## src/rtl/irq_pending_latch_4bit.sv

```systemverilog
// irq_pending_latch_4bit
// Request-capture stage in front of a 4-bit priority encoder. Four async
// interrupt lines are synchronised and edge/level detected into sticky
// pending bits. The masked pending vector drives the encoder, and the encoder
// result runs a single-outstanding req/ack handshake.
// Optional feature macro: IRQ_OVERRUN_CNT_EN (saturating overrun counter).
module irq_pending_latch_4bit #(
    parameter int unsigned SYNC_STAGES = 2,
    parameter logic [3:0]  LEVEL_MODE  = 4'b0000
) (
    input  logic       clk,
    input  logic       rst,
    input  logic [3:0] irq_in,
    input  logic [3:0] mask,
    input  logic [1:0] enc_Y,
    input  logic       enc_V,
    input  logic       ack,
    input  logic       ovr_clr,
    output logic [3:0] D,
    output logic [3:0] pend_raw,
    output logic       irq_req,
    output logic [1:0] irq_id,
    output logic [3:0] overrun,
    output logic [7:0] ovr_count
);

    typedef enum logic [1:0] {
        ST_IDLE,
        ST_REQ,
        ST_GUARD
    } state_t;

    state_t     r_state;
    state_t     w_state_nxt;

    logic [3:0] r_sync [SYNC_STAGES];
    logic [3:0] r_prev;
    logic [3:0] r_pend;
    logic [3:0] r_overrun;
    logic [1:0] r_irq_id;

    logic [3:0] w_s;
    logic [3:0] w_evt;
    logic [3:0] w_clr;
    logic [3:0] w_ovr_set;

    assign w_s = r_sync[SYNC_STAGES-1];

    // Synchroniser chain per line plus edge-history register
    always_ff @(posedge clk) begin
        if (rst) begin
            for (int unsigned k = 0; k < SYNC_STAGES; k++) begin
                r_sync[k] <= '0;
            end
            r_prev <= '0;
        end else begin
            r_sync[0] <= irq_in;
            for (int unsigned k = 1; k < SYNC_STAGES; k++) begin
                r_sync[k] <= r_sync[k-1];
            end
            r_prev <= w_s;
        end
    end

    // Event detect, service clear, and overrun qualification
    always_comb begin
        w_evt = (LEVEL_MODE & w_s) | (~LEVEL_MODE & w_s & ~r_prev);
        w_clr = '0;
        if (r_state == ST_REQ && ack) begin
            w_clr = 4'b0001 << r_irq_id;
        end
        // Level lines re-assert every cycle by design, so they never count as overrun
        w_ovr_set = w_evt & r_pend & ~w_clr & ~LEVEL_MODE;
    end

    // Sticky pending bits (set beats clear) and sticky overrun flags (set beats ovr_clr)
    always_ff @(posedge clk) begin
        if (rst) begin
            r_pend    <= '0;
            r_overrun <= '0;
        end else begin
            r_pend <= (r_pend & ~w_clr) | w_evt;
            if (ovr_clr) begin
                r_overrun <= w_ovr_set;
            end else begin
                r_overrun <= r_overrun | w_ovr_set;
            end
        end
    end

`ifdef IRQ_OVERRUN_CNT_EN
    logic [7:0] r_ovr_count;
    logic [7:0] w_cnt_base;
    logic [2:0] w_cnt_inc;
    logic [8:0] w_cnt_sum;

    // Saturating count of overrun events; ovr_clr zeroes first, then same-cycle events add
    always_comb begin
        w_cnt_base = ovr_clr ? 8'h00 : r_ovr_count;
        w_cnt_inc  = {2'b00, w_ovr_set[0]} + {2'b00, w_ovr_set[1]}
                   + {2'b00, w_ovr_set[2]} + {2'b00, w_ovr_set[3]};
        w_cnt_sum  = {1'b0, w_cnt_base} + {6'b000000, w_cnt_inc};
    end

    // Overrun counter register
    always_ff @(posedge clk) begin
        if (rst) begin
            r_ovr_count <= '0;
        end else begin
            r_ovr_count <= w_cnt_sum[8] ? 8'hFF : w_cnt_sum[7:0];
        end
    end

    assign ovr_count = r_ovr_count;
`else
    assign ovr_count = 8'h00;
`endif

    // FSM state register and request index capture
    always_ff @(posedge clk) begin
        if (rst) begin
            r_state  <= ST_IDLE;
            r_irq_id <= '0;
        end else begin
            r_state <= w_state_nxt;
            if (r_state == ST_IDLE && enc_V) begin
                r_irq_id <= enc_Y;
            end
        end
    end

    // FSM next-state: GUARD gives the encoder one cycle to see the cleared D
    always_comb begin
        w_state_nxt = r_state;
        case (r_state)
            ST_IDLE:  if (enc_V) w_state_nxt = ST_REQ;
            ST_REQ:   if (ack)   w_state_nxt = ST_GUARD;
            ST_GUARD: w_state_nxt = ST_IDLE;
            default:  w_state_nxt = ST_IDLE;
        endcase
    end

    // FSM outputs
    always_comb begin
        irq_req = (r_state == ST_REQ);
    end

    assign irq_id   = r_irq_id;
    assign D        = r_pend & mask;
    assign pend_raw = r_pend;
    assign overrun  = r_overrun;

endmodule

```

## config.mk

```make
export PLATFORM = sky130hd
export DESIGN_NAME = irq_pending_latch_4bit
export DESIGN_NICKNAME = d
export VERILOG_FILES = /design/src/rtl/irq_pending_latch_4bit.sv
export SDC_FILE = /design/constraint.sdc
export NUM_CORES = 1
export LEC_CHECK = 0
export ABC_AREA = 1
export CAP_MARGIN = 20
export CORE_ASPECT_RATIO = 0.8
export CORE_MARGIN = 3
export CORE_UTILIZATION = 41
export CTS_CLUSTER_SIZE = 8
export DETAILED_ROUTE_END_ITERATION = 10
export GPL_ROUTABILITY_DRIVEN = 0
export GPL_TIMING_DRIVEN = 0
export PLACE_DENSITY_LB_ADDON = 0.3
export SLEW_MARGIN = 25
export SYNTH_ARGS = -nofsm -noshare
export SYNTH_HDL_FRONTEND = slang
export SYNTH_SLANG_ARGS = --single-unit
```

## constraint.sdc

```tcl
create_clock -name clk -period 1.1 [get_ports clk]
set_input_delay 0.165 -clock clk [delete_from_list [all_inputs] [get_ports clk]]
set_output_delay 0.165 -clock clk [all_outputs]
set_load 0.01 [all_outputs]
```

---- Yosys cells after proc, flatten, opt, wreduce, memory -nomap -nowiden ----
Memory sizes are Yosys's and may differ from the RTL's.
Index checks and enable logic that the tools add are counted.
word-level totals
  bits in read-only memories .............. 0
  memory bits (writable) .................. 8
  memories ................................ 1
  bits in latches ......................... 0
  register bits ........................... 16
cells by class
  bitwise gates (word level) .............. 11
  multiplexer cells ....................... 10
  equality and inequality tests ........... 3
  multiply operators ...................... 0
  order comparisons ....................... 0
  div/mod/pow operators ................... 0
  reductions and logical operators ........ 4
  $add $sub $neg .......................... 0
  shift-type cells ........................ 1
memory list
  name    depth  width  rd ports  clocked after memory_dff  write ports  line  source
  r_sync  2      4      2         0                         2            36    logic [3:0] r_sync [SYNC_STAGES];
operators with widths
  operator                                                           number
  4-bit AND                                                          5
  4-bit two-way mux                                                  4
  4-bit NOT                                                          2
  4-bit OR                                                           2
  2-bit two-way mux                                                  2
  2-bit inequality test, second input constant                       2
  2-bit case mux with 2 select lines                                 1
  1-bit by 2-bit left shift with 4-bit output, first input constant  1
  1-bit two-way mux                                                  3
  2-bit by 1-bit == test with 1-bit output, second input constant    1
  1-bit logical AND                                                  2
  2-bit zero test                                                    1
  1-bit OR                                                           2
  2-bit AND reduction                                                1

---- Logic depth before layout (Yosys ltp) ----
Gate-level depths: netlist of run 1.
  depth after elaboration ................. 7
  depth in mapped cells ................... 5
  gate-level depth less buffers ........... 5

---- Least setup slack after synthesis of run 1 ----
Ideal clock, no wire load.
  path kind ............................... register to register
  from .................................... register r_irq_id[1] (netlist: irq_id[1])
  to ...................................... register r_pend[3] (netlist: pend_raw[3])
  cell stages (with the launch flop) ...... 6
  period minus slack after synthesis ...... 0.844 ns
  setup time .............................. 0.119 ns
  required time ........................... 0.981 ns
  arrival time ............................ 0.725 ns
  slack ................................... 0.256 ns
  cell sequence ........................... dfxtp_1 > nand2_1 > inv_1 > nand3_1 > nand2_1 > a21oi_1
between the ends
  longest elaborated chain between the ends .. 5
ends and longest elaborated chain
  item                                         line  source
  start: declaration                           40    logic [1:0] r_irq_id;
  start signal: assignment                     127   r_irq_id <= enc_Y;
  1-bit by 2-bit left shift with 4-bit output  70    w_clr = 4'b0001 << r_irq_id;
  4-bit two-way mux                            69    if (r_state == ST_REQ && ack) begin
  4-bit NOT                                    82    r_pend <= (r_pend & ~w_clr) | w_evt;
  4-bit AND                                    82
  4-bit OR                                     82
  end signal: assignment                       82
  end: declaration                             38    logic [3:0] r_pend;
No other way between the ends.
A chain may end at the register's enable or synchronous reset.

---- Worst setup path in the final report of run 1 ----
  from .................................... register r_state[0]
  to ...................................... output port irq_req
between the ends
  longest elaborated chain between the ends .. 1
ends and longest elaborated chain
  item                                      line  source
  start: declaration                        33    state_t r_state;
  start signal: assignment                  125   r_state <= w_state_nxt;
  2-bit by 1-bit == test with 1-bit output  145   irq_req = (r_state == ST_REQ);
  end: declaration                          21    output logic irq_req,
No other way between the ends.

==> qor.yml, run 1 <==
status: "finished with violations"
violations: "negative setup slack"
hold_violations: 0
clock-root-buffer: "clkbuf_4"
fmaxAchievable_mhz: 898.3
required_ns: 0.94
seq_area_frac_synth_pct: 50.66
dr.pass1.iters: 4
min_path_type: "in -> reg"
grt_max_degree: 14
syn_inst: 129
setup_viol: 1
vias: 852
die_x_um: 59.77
num_rows: 14
ys_async_sr_fraction_pct: 0
critPathMaxFanout: 4
synth_top_family_by_area: "simple AND/OR/NAND/NOR gates"
globalRouteTotalUtil_pct: 13.87
startpoint_type: "register"
antenna_cells: 0
synth-edff-count: 0
yosys_warnings: 0
synthAdderAreaFrac_pct: 0
ys.flop_type: "dfxtp_1"
drive_gt1_share_pct: 29.14
die_y_um: 49.02
drv_slew: 0
viasPerCell: 4.281
rsz0062_at_grt: "yes"
post_drt_wl_per_cell_um: 9.930
critPathKind: "reg -> out"
clk_latency_ns: 0.31
synthSimpleGateAreaFrac_pct: 20.98
synth_top_area_share_pct: 50.66
grt_pass1_vias: 723
clk_transition_reported_paths_ns: 0.12
synth_area_leaders: "dfxtp_1 (51%), inv_1 (11%), nand2_1 (9.5%), nor2_1 (7.1%), buf_4 (6.3%)"
antenna_found_initial: 0
final_antenna_net_count: 0
synthMuxAreaShare_pct: 0
syn_area_um2: 948.4
initial_core_util_pct: 46.67
finalWirelength_mm: 1.976
period_needed_ns: 1.113
n_fill_cell: 190
cts_tree: "yes"
core_area_um2: 2032
ios: 38
ys_seq_elements: 24
remaining_drc_errors: 0
place_hpwl_mm: 1.436
fin_crit_sh_pct: 101.2
hold_buffers: 0
cp.arrival_ns: 0.95
fin_ws_ns: -0.01318
fin_skew_ns: 0.008087
yosys.area.top_type: "dfxtp_1"
synth_cell_types: 13
place_ws_ns: -0.3086
numCtsBuffers: 3
synth_common_cells: "inv_1 (29), dfxtp_1 (24), nand2_1 (24)"
dr.first_iter.drc_count: 18
die_area_um2: 2930
cts.path.max_buffers: 2
grt-ovfl-total: 0
ir_drop_mv: 1.031
crit_path_end_kind: "output port"
finalSetupTns_ns: -0.01318
port_buffers: 29
synth_compound_area_share_pct: 7.916
synth.most_common_cell: "inv_1"
p_leak_uw: 0.0006612
cts_max_level: 1
synth_xor_area_share_pct: 0
avgSynthCellArea_um2: 7.352
grt_pass1_wl_mm: 3.084
fin_nets: 191
drv_cap: 0
area_growth_pct: 39.84
clock_sinks: 24
pwr_density_cell_nw_per_um2: 1215
[cell usage in the layout, fill, tap and decap left out, types with 3 or more instances in the layout]
cell type / instances
clkbuf_2: 8
inv_2: 3
inv_1: 29
nand2_1: 24
a21oi_1: 11
buf_4: 14
conb_1: 8
clkdlybuf4s50_1: 14
dfxtp_2: 7
nor2_1: 17
clkbuf_4: 3
buf_2: 8
dfxtp_1: 15
o21ai_0: 4
[timing repair]
| item | 4_1_cts | 5_1_grt |
|---|---|---|
| resized for setup | 53 | 12 |
| pin swaps | 0 | 1 |
| buffers inserted | 5 | 1 |
| setup endpoints to repair | 15 | 14 |
[routing by layer]
metal	vias to the layer above	routed length, µm	global-route usage [%]
li1	450	-	-
met1	367	797	16.59
met2	29	960	21.58
met3	6	170	4.762
met4	0	46	7.011
met5	-	0	0
[metrics by stage]
step / power, µW / hold slack (ns) / cell area [µm²] / util, % / instances
after detailed placement: 1180 / 0.3958 / 1295 / 63.73 / 189
after global placement: 1172 / 0.3888 / 1295 / 63.73 / 189
final: 1612 / 0.3600 / 1326 / 65.27 / 199
after floorplan: 1064 / 0.2341 / 974.7 / - / 136
after global routing: 1704 / 0.3671 / 1326 / 65.27 / 199
after CTS: 1631 / 0.3496 / 1368 / 67.30 / 198
[state kept, by name, summed over array words and instances (netlist names)]
name / cells
irq_id: 2
r_state: 2
r_prev: 4
r_sync: 8
pend_raw: 4
overrun: 4
[cell type report]
| type | count | area (µm²) | share of cell area (%) |
|---|---|---|---|
| buffer | 10 | 70.07 | 5.283 |
| clock buffer | 4 | 36.28 | 2.736 |
| inverter | 32 | 120.1 | 9.057 |
| multi-input combinational | 70 | 306.5 | 23.11 |
| sequential | 24 | 496.7 | 37.45 |
| tap | 24 | 30.03 | 2.264 |
| timing repair buffer | 35 | 266.5 | 20.09 |
[power by group]
part,internal (µW),total [µW],switching [µW]
Sequential,905,925,19.7
Clock,202,446,244
Combinational,125,240,116
Total,1230,1610,380
[kinds of logic after synthesis]
logic type	count (synthesis)
compound gates	15
buf+inv	42
flops	24
other cells	1
simple gates	47
[worst max-delay path: stages, from the launching register on]
cell and delay [ns]:
dfxtp_2 0.36, inv_2 0.05, nor2_4 0.11, buf_6 0.11
[path summary, 6_finish.rpt]
path,startpoint,cells after the start,to,slack [ns]
setup reg to reg,irq_id[1],5,pend_raw[1],0.10
hold reg to reg,r_sync[0][1],2,r_sync[0][5],0.41
hold / removal,irq_in[2],3,r_sync[0][2],0.36
setup / recovery,r_state[0],3,irq_req,-0.01
No activity file was read; power rests on OpenSTA's default activity.
==> run 2: changes to the inputs <==
- CORE_MARGIN: 3 -> 4
- CORE_UTILIZATION: 41 -> 45
- clock period: 1.1 -> 1.4 ns (I/O delays scaled with it)
==> run 2 against run 1 <==
The run now ends clean; clock power decreased by 34%; die area shrank 0.66%; register-to-register slack gained 0.31 ns; count of clock-buffer cells in the layout fell by 1; first-iteration DRC count grew 11%; flip-flop and latch count unchanged; sequential share of layout area decreased by 0.13 points.
==> qor.yml, run 2 (same netlist as run 1, synthesis figures left out) <==
status: "completed"  # was finished with violations
initial_core_util_pct: 48.78  # was 46.67%
port_buffers: 29  # unchanged
globalRouteTotalUtil_pct: 14.73  # was 13.87%
fmaxAchievable_mhz: 750.1
top_register: "r_sync"  # unchanged
hold_depth: 2  # was 3
grt_max_degree: 13  # was 14
final_antenna_net_count: 0  # unchanged
multi_input_area_um2: 304.0  # was 306.5 µm²
rsz0062_at_grt: "no"  # was yes
num_rows: 14  # unchanged
grt_pass1_vias: 773  # was 723
slowest_stage: "dfxtp_2"  # unchanged
core_area_um2: 1944  # was 2032 µm²
clock-root-buffer: "clkbuf_4"  # unchanged
drive_gt1_share_pct: 15.98  # was 29.14%
fin_area_um2: 1318  # was 1326 µm²
n_fill_cell: 184  # was 190
pwr_density_cell_nw_per_um2: 910.5  # was 1215 nW/µm²
fin_nets: 186  # was 191
startpoint_type: "register"  # unchanged
final_common_cell: "inv_1"  # unchanged
p_int_uw: 904.2  # was 1232 µW
clock_sinks: 24  # unchanged
vias: 811  # was 852
placed_area_um2: 1295  # unchanged
ios: 38  # unchanged
p_clk_share_pct: 24.4  # was 27.7%
grt_pass1_wl_mm: 3.222  # was 3.084 mm
cts_tree: "yes"  # unchanged
crit_path_end_kind: "output port"  # unchanged
place_ws_ns: -0.1193  # was -0.3086 ns
hold_buffers: 0  # unchanged
drv_cap: 0  # unchanged
antenna_cells: 0  # unchanged
total_power_uw: 1200  # was 1612 µW
critPathKind: "reg -> out"  # unchanged
viasPerCell: 4.202  # was 4.281
power.switching_uw: 295.4  # was 379.6 µW
critPathCapture: "irq_req"  # unchanged
cts_max_level: 1  # unchanged
die_area_um2: 2910  # was 2930 µm²
cp.arrival_ns: 1.12  # was 0.95 ns
worst_r2r_endpoint: "pend_raw[1]"  # unchanged
dr.first_iter.drc_count: 20  # was 18
reg2regPathDepth: 4  # was 5
finalWirelength_mm: 2.000  # was 1.976 mm
setup_viol: 0  # was 1
area_growth_pct: 38.92  # was 39.84%
r2r_slack_ns: 0.41  # was 0.10 ns
critPathMaxFanout: 4  # unchanged
power_frac_seq_pct: 61.1  # was 57.4%
period_needed_ns: 1.333
ir_drop_mv: 0.7613  # was 1.031 mV
cts.path.max_buffers: 2  # unchanged
fin_skew_ns: 0.01255  # was 0.008087 ns
clk_transition_reported_paths_ns: 0.13  # was 0.12 ns
die_y_um: 49.06  # was 49.02 µm
clk_latency_ns: 0.32  # was 0.31 ns
post_drt_wl_per_cell_um: 10.36  # was 9.930 µm
place_hpwl_mm: 1.491  # was 1.436 mm
dr.pass1.iters: 4  # unchanged
p_leak_uw: 0.0006675  # was 0.0006612 µW
swShare_pct: 24.63  # was 23.55%
antenna_found_initial: 0  # unchanged
slowest_delay_ns: 0.37  # was 0.36 ns
remaining_drc_errors: 0  # unchanged
die_x_um: 59.33  # was 59.77 µm
largest_reg_flops: 8  # unchanged
numCtsBuffers: 3  # unchanged
seq_area_um2: 491.7  # was 496.7 µm²
hold_violations: 0  # unchanged
grt-ovfl-total: 0  # unchanged
worstReg2RegStart: "r_state[1]"  # was irq_id[1]
drv_slew: 0  # unchanged
fin_crit_sh_pct: 95.22
mostFrequentLayoutCells: "inv_1 (29), nand2_1 (24), nor2_1 (18)"  # was inv_1 (29), nand2_1 (24), nor2_1 (17)
crit_chain: "inv_2 > nor2_4 > dlygate4sd2_1"  # was inv_2 > nor2_4 > buf_6
required_ns: 1.19  # was 0.94 ns
comb_power_share_pct: 14.5  # was 14.9%
utilization_pct: 67.76  # was 65.27%
startpoint: "r_state[0]"  # unchanged
min_path_type: "reg -> reg"  # was in -> reg
fin_ws_ns: 0.06692  # was -0.01318 ns
## run 2: repair_timing
| action | 4_1_cts | 5_1_grt |
|---|---|---|
| resized for setup | 23 | 0 |
| setup buffers | 1 | 0 |
| endpoints found under the setup margin | 15 | 0 |
## run 2: power groups by stage
stage                     registers [µW]  clock network (µW)  logic (µW)
after floorplan                      747                   0        89.4
after global placement               744                   0         177
after detailed placement             747                   0         183
after CTS                            733                 298         175
after global routing                 737                 330         195
final                                732                 293         174
## run 2: per-layer routing
layer	part of all wire (%)	up-vias	global-route usage [%]
met5	0	-	0
met4	1.2	0	4.528
met3	8.6	4	6.349
met2	48	28	25.09
met1	42	342	16.16
li1	-	437	-
## run 2: cell type report
type                            count  share of cell area, %
Inverter                           32                  9.117
Buffer                             10                  5.318
Clock buffer                        3                  1.709
Sequential cell                    24                  37.32
Timing Repair Buffer               30                  21.18
Multi-Input combinational cell     70                  23.08
Tap cell                           24                  2.279
## run 2: metrics by stage
stage                     hold slack, ns  TNS (ns)  std cells
after floorplan                   0.2791         0        136
after global placement            0.3901   -0.3325        189
after detailed placement          0.3959   -0.3949        189
after CTS                         0.4058         0        193
after global routing              0.4026         0        193
final                             0.4092         0        193
## run 2: worst min-delay path by stage
| stage | startpoint | end | slack (ns) |
|---|---|---|---|
| 6_report | r_sync[0][0] | r_sync[0][4] | 0.41 |
| 2_1_floorplan | rst | irq_id[0] | 0.28 |
| 5_1_grt | irq_in[0] | r_sync[0][0] | 0.40 |
| 3_5_place_dp | r_sync[0][0] | r_sync[0][4] | 0.40 |
| 4_1_cts | irq_in[0] | r_sync[0][0] | 0.41 |
| 3_3_place_gp | r_sync[0][1] | r_sync[0][5] | 0.39 |
## run 2: worst max-delay path: cells and delay by family, from the launching register on
family,cells,cell delay [ns]
buffers and inverters,2,0.34
DFF,1,0.37
and+or+nand+nor,1,0.10
